===== src/rtl/fma16_sched.sv =====
// fma16_sched: shares one fixed-latency fma16 datapath between two
// requesters with round-robin issue, owner tags and credited response FIFOs.
module fma16_sched #(
   parameter int LAT   = 3,
   parameter int DEPTH = 4
) (
   input  logic        clk,
   input  logic        reset,
   input  logic        req0_valid,
   output logic        req0_ready,
   input  logic [15:0] req0_x,
   input  logic [15:0] req0_y,
   input  logic [15:0] req0_z,
   input  logic [5:0]  req0_ctl,
   input  logic        req1_valid,
   output logic        req1_ready,
   input  logic [15:0] req1_x,
   input  logic [15:0] req1_y,
   input  logic [15:0] req1_z,
   input  logic [5:0]  req1_ctl,
   output logic        dp_issue,
   output logic [15:0] dp_x,
   output logic [15:0] dp_y,
   output logic [15:0] dp_z,
   output logic [5:0]  dp_ctl,
   input  logic [15:0] dp_result,
   input  logic [3:0]  dp_flags,
   output logic        rsp0_valid,
   input  logic        rsp0_ready,
   output logic [15:0] rsp0_result,
   output logic [3:0]  rsp0_flags,
   output logic        rsp1_valid,
   input  logic        rsp1_ready,
   output logic [15:0] rsp1_result,
   output logic [3:0]  rsp1_flags
);

   localparam int AW = $clog2(DEPTH);
   localparam int CW = $clog2(DEPTH + 1);

   logic [CW-1:0]  credit [2];
   logic           ptr;
   logic [1:0]     elig;
   logic [1:0]     grant;
   logic [LAT-1:0] tag_v;
   logic [LAT-1:0] tag_o;
   logic [19:0]    mem [2][DEPTH];
   logic [AW:0]    wp [2];
   logic [AW:0]    rp [2];
   logic [1:0]     push;
   logic [1:0]     pop;
   logic [1:0]     empty;
   logic [1:0]     full;
   logic [19:0]    head0;
   logic [19:0]    head1;

   // Eligibility, round-robin grant and the operand mux into the datapath.
   always_comb begin
      elig[0] = req0_valid && (credit[0] < CW'(DEPTH));
      elig[1] = req1_valid && (credit[1] < CW'(DEPTH));
      grant[0] = elig[0] && (!elig[1] || !ptr);
      grant[1] = elig[1] && (!elig[0] || ptr);
      req0_ready = grant[0];
      req1_ready = grant[1];
      dp_issue = grant[0] || grant[1];
      dp_x = '0;
      dp_y = '0;
      dp_z = '0;
      dp_ctl = '0;
      if (grant[0]) begin
         dp_x = req0_x;
         dp_y = req0_y;
         dp_z = req0_z;
         dp_ctl = req0_ctl;
      end else if (grant[1]) begin
         dp_x = req1_x;
         dp_y = req1_y;
         dp_z = req1_z;
         dp_ctl = req1_ctl;
      end
   end

   // Pointer favours the requester that did not win last time.
   always_ff @(posedge clk) begin
      if (reset) begin
         ptr <= 1'b0;
      end else if (grant[0]) begin
         ptr <= 1'b1;
      end else if (grant[1]) begin
         ptr <= 1'b0;
      end
   end

   // Owner tags travel alongside the operation through the datapath.
   always_ff @(posedge clk) begin
      if (reset) begin
         tag_v <= '0;
         tag_o <= '0;
      end else begin
         tag_v[0] <= dp_issue;
         tag_o[0] <= grant[1];
         for (int i = 1; i < LAT; i++) begin
            tag_v[i] <= tag_v[i-1];
            tag_o[i] <= tag_o[i-1];
         end
      end
   end

   // FIFO status; result routed by the owner tag of the final stage.
   always_comb begin
      push[0] = tag_v[LAT-1] && !tag_o[LAT-1];
      push[1] = tag_v[LAT-1] && tag_o[LAT-1];
      for (int n = 0; n < 2; n++) begin
         empty[n] = (wp[n] == rp[n]);
         full[n] = (wp[n][AW] != rp[n][AW]) &&
                   (wp[n][AW-1:0] == rp[n][AW-1:0]);
      end
      rsp0_valid = !empty[0];
      rsp1_valid = !empty[1];
      pop[0] = rsp0_valid && rsp0_ready;
      pop[1] = rsp1_valid && rsp1_ready;
      head0 = empty[0] ? 20'h0 : mem[0][rp[0][AW-1:0]];
      head1 = empty[1] ? 20'h0 : mem[1][rp[1][AW-1:0]];
      rsp0_result = head0[15:0];
      rsp0_flags = head0[19:16];
      rsp1_result = head1[15:0];
      rsp1_flags = head1[19:16];
   end

   // Response storage; contents are don't-care until the pointer moves.
   always_ff @(posedge clk) begin
      for (int n = 0; n < 2; n++) begin
         if (push[n]) begin
            mem[n][wp[n][AW-1:0]] <= {dp_flags, dp_result};
         end
      end
   end

   // FIFO pointers.
   always_ff @(posedge clk) begin
      for (int n = 0; n < 2; n++) begin
         if (reset) begin
            wp[n] <= '0;
            rp[n] <= '0;
         end else begin
            if (push[n]) begin
               wp[n] <= wp[n] + (AW+1)'(1);
            end
            if (pop[n]) begin
               rp[n] <= rp[n] + (AW+1)'(1);
            end
         end
      end
   end

   // Credits cover in-flight plus buffered work, so a push never overflows.
   always_ff @(posedge clk) begin
      for (int n = 0; n < 2; n++) begin
         if (reset) begin
            credit[n] <= '0;
         end else begin
            credit[n] <= credit[n] + CW'(grant[n]) - CW'(pop[n]);
         end
      end
   end

   // A push into a full FIFO without a pop would lose a result.
   always_ff @(posedge clk) begin
      for (int n = 0; n < 2; n++) begin
         if (!reset) begin
            assert (!(push[n] && full[n] && !pop[n]))
               else $error("response fifo %0d overflow", n);
         end
      end
   end

endmodule


===== config.mk =====
export PLATFORM = sky130hd
export DESIGN_NAME = fma16_sched
export DESIGN_NICKNAME = d
export VERILOG_FILES = /design/src/rtl/fma16_sched.sv
export SDC_FILE = /design/constraint.sdc
export NUM_CORES = 1
export LEC_CHECK = 0
export ABC_AREA = 1
export CORE_UTILIZATION = 44
export DETAILED_ROUTE_END_ITERATION = 6
export GPL_ROUTABILITY_DRIVEN = 0
export PLACE_DENSITY_LB_ADDON = 0.2
export SKIP_CTS_REPAIR_TIMING = 1
export SLEW_MARGIN = 20
export SYNTH_ARGS = -nofsm -noshare
export SYNTH_HDL_FRONTEND = slang
export SYNTH_SLANG_ARGS = --single-unit

===== constraint.sdc =====
create_clock -name clk -period 1.9 [get_ports clk]
set_input_delay 0.19 -clock clk [delete_from_list [all_inputs] [get_ports clk]]
set_output_delay 0.19 -clock clk [all_outputs]
set_load 0.01 [all_outputs]

* Word-level counts from Yosys, hierarchy flattened
Memories as Yosys holds them, arrays and structs flattened.
Cells that the tools add are included.
** Operators by class
- $add $sub $neg :: 8
- Magnitude comparators :: 8
- Equality and inequality tests :: 2
- Muxes and demuxes :: 48
- Bitwise operators :: 10
- Reduce and logical (&&, ||, !) cells :: 21
** Operators by type and width (count)
- 2-to-1 mux 80 bit :: 4
- 2-to-1 mux 20 bit :: 8
- 2-to-1 mux 16 bit :: 6
- binary-select mux 20 bit (select 2 bit) :: 2
- demux 20 bit (select 2 bit) :: 2
- OR reduction 80 bit :: 1
- 2-to-1 mux 1 bit :: 18
- 2-to-1 mux 3 bit :: 6
- adder 3 x 1 -> 3 bit (second input constant) :: 4
- greater-or-equal comparator 3 bit (second input constant) :: 4
- 2-to-1 mux 6 bit :: 2
- inverter 2 -> 3 bit :: 4
- logical AND 1 bit :: 10
- adder 3 x 1 -> 3 bit :: 2
- == test 3 bit :: 2
- logical NOT 1 bit :: 6
- less-than comparator 3 x 1 -> 1 bit (second input constant) :: 2
- less-than comparator 3 bit (second input constant) :: 2
- OR 1 bit :: 6
- subtractor 3 x 1 -> 3 bit :: 2
- logical OR 1 bit :: 3
- nonzero test 2 bit :: 1
** Word-level totals
- Register bits :: 7
- Memory bits (writable) :: 178
- Bits of input ports :: 134
- Memories kept :: 4
** Memory list
- mem :: words 2, bits a word 80, read ports 2, clocked after memory_dff 0, wr ports 1, line 47 : logic [19:0] mem [2][DEPTH];
- credit :: words 2, bits a word 3, read ports 2, clocked after memory_dff 0, wr ports 2, line 41 : logic [CW-1:0] credit [2];
- rp :: words 2, bits a word 3, read ports 2, clocked after memory_dff 0, wr ports 2, line 49 : logic [AW:0] rp [2];
- wp :: words 2, bits a word 3, read ports 2, clocked after memory_dff 0, wr ports 2, line 48 : logic [AW:0] wp [2];

* Logic depth before layout (Yosys ltp)
- Depth in word-level cells :: 8
- Gate-level depth with buffers :: 13

* Worst setup path before layout
OpenSTA, ideal clock, no wires.
- Kind :: register -> register
- From :: mem wp[0][0] in the netlist's numbering
- To :: mem mem[0][20] in the netlist's numbering (enable)
- Arrival :: 1.604 ns
- Path slack :: -0.101 ns
- Cell stages (with the launch flop) :: 5
- Period minus slack after synthesis :: 2.001 ns
- Path through :: edfxtp_1 -> inv_1 -> ha_1 -> inv_1 -> nor2_1
** RTL lines (line)
- start: declaration :: 48
- end: declaration :: 47

==> results_dict.tcl <==
set metrics [dict create \
    status "complete, but fails checks" \
    violations "negative setup slack" \
    ios 233 \
    cts_buffers 17 \
    crit_type "reg2out" \
    htree_levels 4 \
    setup-violations-final 46 \
    synth_cells 834 \
    wl_met3_um 1440 \
    synth_cell_types 28 \
    drt_pass1_iterations 5 \
    max_freq_mhz 472 \
    synth_area_um2 8500 \
    seqPwrFrac_pct 37.8 \
    vias_per_cell 4.91 \
    layout_worst_path_cycle_share_pct 112 \
    yosysTopAreaCellShare_pct 60.8 \
    dr_total_vias 6896 \
    grt_pass1_wl_um 32700 \
    drt_iter0_drc 386 \
    hold_violations 0 \
    rsz0062_at_grt "true" \
    maxCapViolations 0 \
    fin_ws_ns -0.221 \
    final_cell_count_no_fill 1405 \
    initial_utilization_pct 45.1 \
    ys_ff_latch 185 \
    worstPathMaxFanout 7 \
    grt_max_degree 37 \
    drv_slew 0 \
    skew_ns 0.00587 \
    synth_nets 982 \
    syn_area_per_cell_um2 10.2 \
    insertion_delay_ns 0.44 \
    routed_wl_um 24400 \
    drc_errors 0 \
    p_total_mw 12.3 \
    worstMarginPinSlew_ns 0.421 \
    yosys_most_used_dff "edfxtp_1" \
    place.detailed.hpwl_um 14900 \
    clkSlewWorstSetupHoldPaths_ns 0.07 \
    place.port_buffers 232 \
    drt-met1-wl_um 10000 \
    fin_crit_ns 2.12 \
    synth_area_leaders "edfxtp_1 (61%), nand2_1 (8.5%), nor2_1 (5.7%)" \
    max-clock-path-buffers 2 \
    cp.required_ns 1.71 \
    grt_antenna_before_repair 0 \
    final_common_cell "edfxtp_1" \
    p_leak_nw 5.84 \
    hold_depth 2 \
    cts_tree "done" \
    clock_power_share_pct 29.0 \
    synth_edf_count 172 \
    synth_area_leader_cell "edfxtp_1" \
    synthToLayoutAreaGrowth_pct 56.7 \
    power.internal_mw 8.70 \
    dr_wl_met2_um 12500 \
    ys_seq_area_share_pct 63.8 \
    nNetsFinal 1280 \
    cp_data_arrival_time_ns 1.93 \
    hold_class "reg2reg" \
    placementRows 50 \
    ir_worst_vdd_mv 0.619 \
    worst_setup_path_end_kind "output pin" \
    cts.sinks 185 \
    dr.max_layer_used "met4" \
    p_sw_mw 3.65 \
    grt_pass1_vias 6167 \
    ant_nets 0 \
    rr_worst_depth 12 \
    overflow 0 \
    wl_per_cell_um 17.3 \
    drive_gt1_share_pct 31.8 \
    core-area_um2 18800 \
    nFillCells 1305 \
    place_inst 1336 \
    power.density_nw_per_um2 928 \
    holdWs_ns 0.408 \
    start_kind "flop" \
    grt_usage_pct 21.8 \
    yosysWarningCount 0 \
    setup_tns_ns -4.69 \
    sw_frac_of_total_pct 29.5 \
    synthArstFlopShare_pct 0 \
    die_y_um 141 \
    max_slew_margin_pct 71.9 \
    n_antenna_cell 0 \
    die-area_um2 19900 \
    pwr-share-comb_pct 33.2 \
    fp.dieW_um 141 \
    ctsRootBufferMaster "clkbuf_16" \
    layout_common_cells "edfxtp_1 (172), nand2_1 (155), clkdlybuf4s50_1 (133)" \
]
-- power groups by stage --
stage | combinational [mW] | sequential [mW] | clock [mW]
2_1_floorplan | 1.65 | 4.72 | 0
3_3_place_gp | 3.31 | 4.74 | 0
3_5_place_dp | 3.35 | 4.74 | 0
4_1_cts | 3.37 | 4.66 | 3.60
5_1_grt | 4.42 | 4.68 | 3.79
6_report | 4.10 | 4.67 | 3.58
-- metrics by stage --
step | utilization [%] | instance area, um2 | setup WS [ns]
2_1_floorplan | - | 8520 | 0.0191
3_3_place_gp | 60.8 | 11500 | -0.230
3_5_place_dp | 60.8 | 11500 | -0.216
4_1_cts | 64.0 | 12100 | -0.650
5_1_grt | 70.7 | 13300 | -0.305
6_report | 70.7 | 13300 | -0.221
-- synth_stat cells, types with 7 or more instances --
master / n
dfxtp_1: 13
inv_1: 80
ha_1: 12
o22ai_1: 20
o21ai_1: 27
buf_2: 21
nand2_2: 42
o21ai_0: 75
nand2_1: 193
nor2_1: 129
edfxtp_1: 172
clkbuf_1: 7
-- final cells by class --
class / count / area (um2) / area share [%]
clock buffer: 18 / 429 / 3.22
tap: 260 / 325 / 2.44
clock inverter: 14 / 173 / 1.30
multi-input combinational: 522 / 3020 / 22.7
inverter: 85 / 357 / 2.68
sequential: 185 / 5430 / 40.8
timing repair buffer: 321 / 3570 / 26.8
-- metal layers --
layer  GRT usage [%]  vias up
met3            5.26       34
met5               0        -
met1            28.6     3299
met2            36.1      221
li1                -     3342
met4            6.01        0
-- final timing paths --
check,slack [ns],from,endpoint
max,-0.22,rp[1][1]$_SDFFCE_PN0P_,rsp1_result[14]
min,0.41,tag_o[0]$_SDFF_PP0_,tag_o[1]$_SDFF_PP0_
max reg2reg,-0.16,rp[0][0]$_SDFFCE_PN0P_,credit[0][2]$_SDFF_PP0_
min reg2reg,0.41,tag_o[0]$_SDFF_PP0_,tag_o[1]$_SDFF_PP0_
-- state kept, by name (all words and copies together) (netlist names) --
register  cells
credit        6
mem         160
ptr           1
rp            6
tag_o         3
tag_v         3
wp            6
-- worst max-delay path, cell delays in order, from the launching register on --
cell	delay [ns]
edfxtp_1	0.42
buf_6	0.15
buf_6	0.11
buf_6	0.12
clkbuf_16	0.16
nor2_1	0.09
o21ai_1	0.08
o21ai_1	0.15
nand2_4	0.08
inv_2	0.05
buf_6	0.09
-- logic make-up (layout without fill, tap and decap cells) --
kind of cell             after synthesis  in the layout  share of synthesized area [%]
XOR/XNOR                               6              6                          0.707
adder cells (fa/ha/maj)               14             14                           2.24
flip-flops                           185            185                           63.8
AND/OR/NAND/NOR                      375            375                           18.3
buffers and inverters                127            438                           7.17
AO/OA/AOI/OAI                        127            127                           7.77
Power figures use the tool's default switching activity.
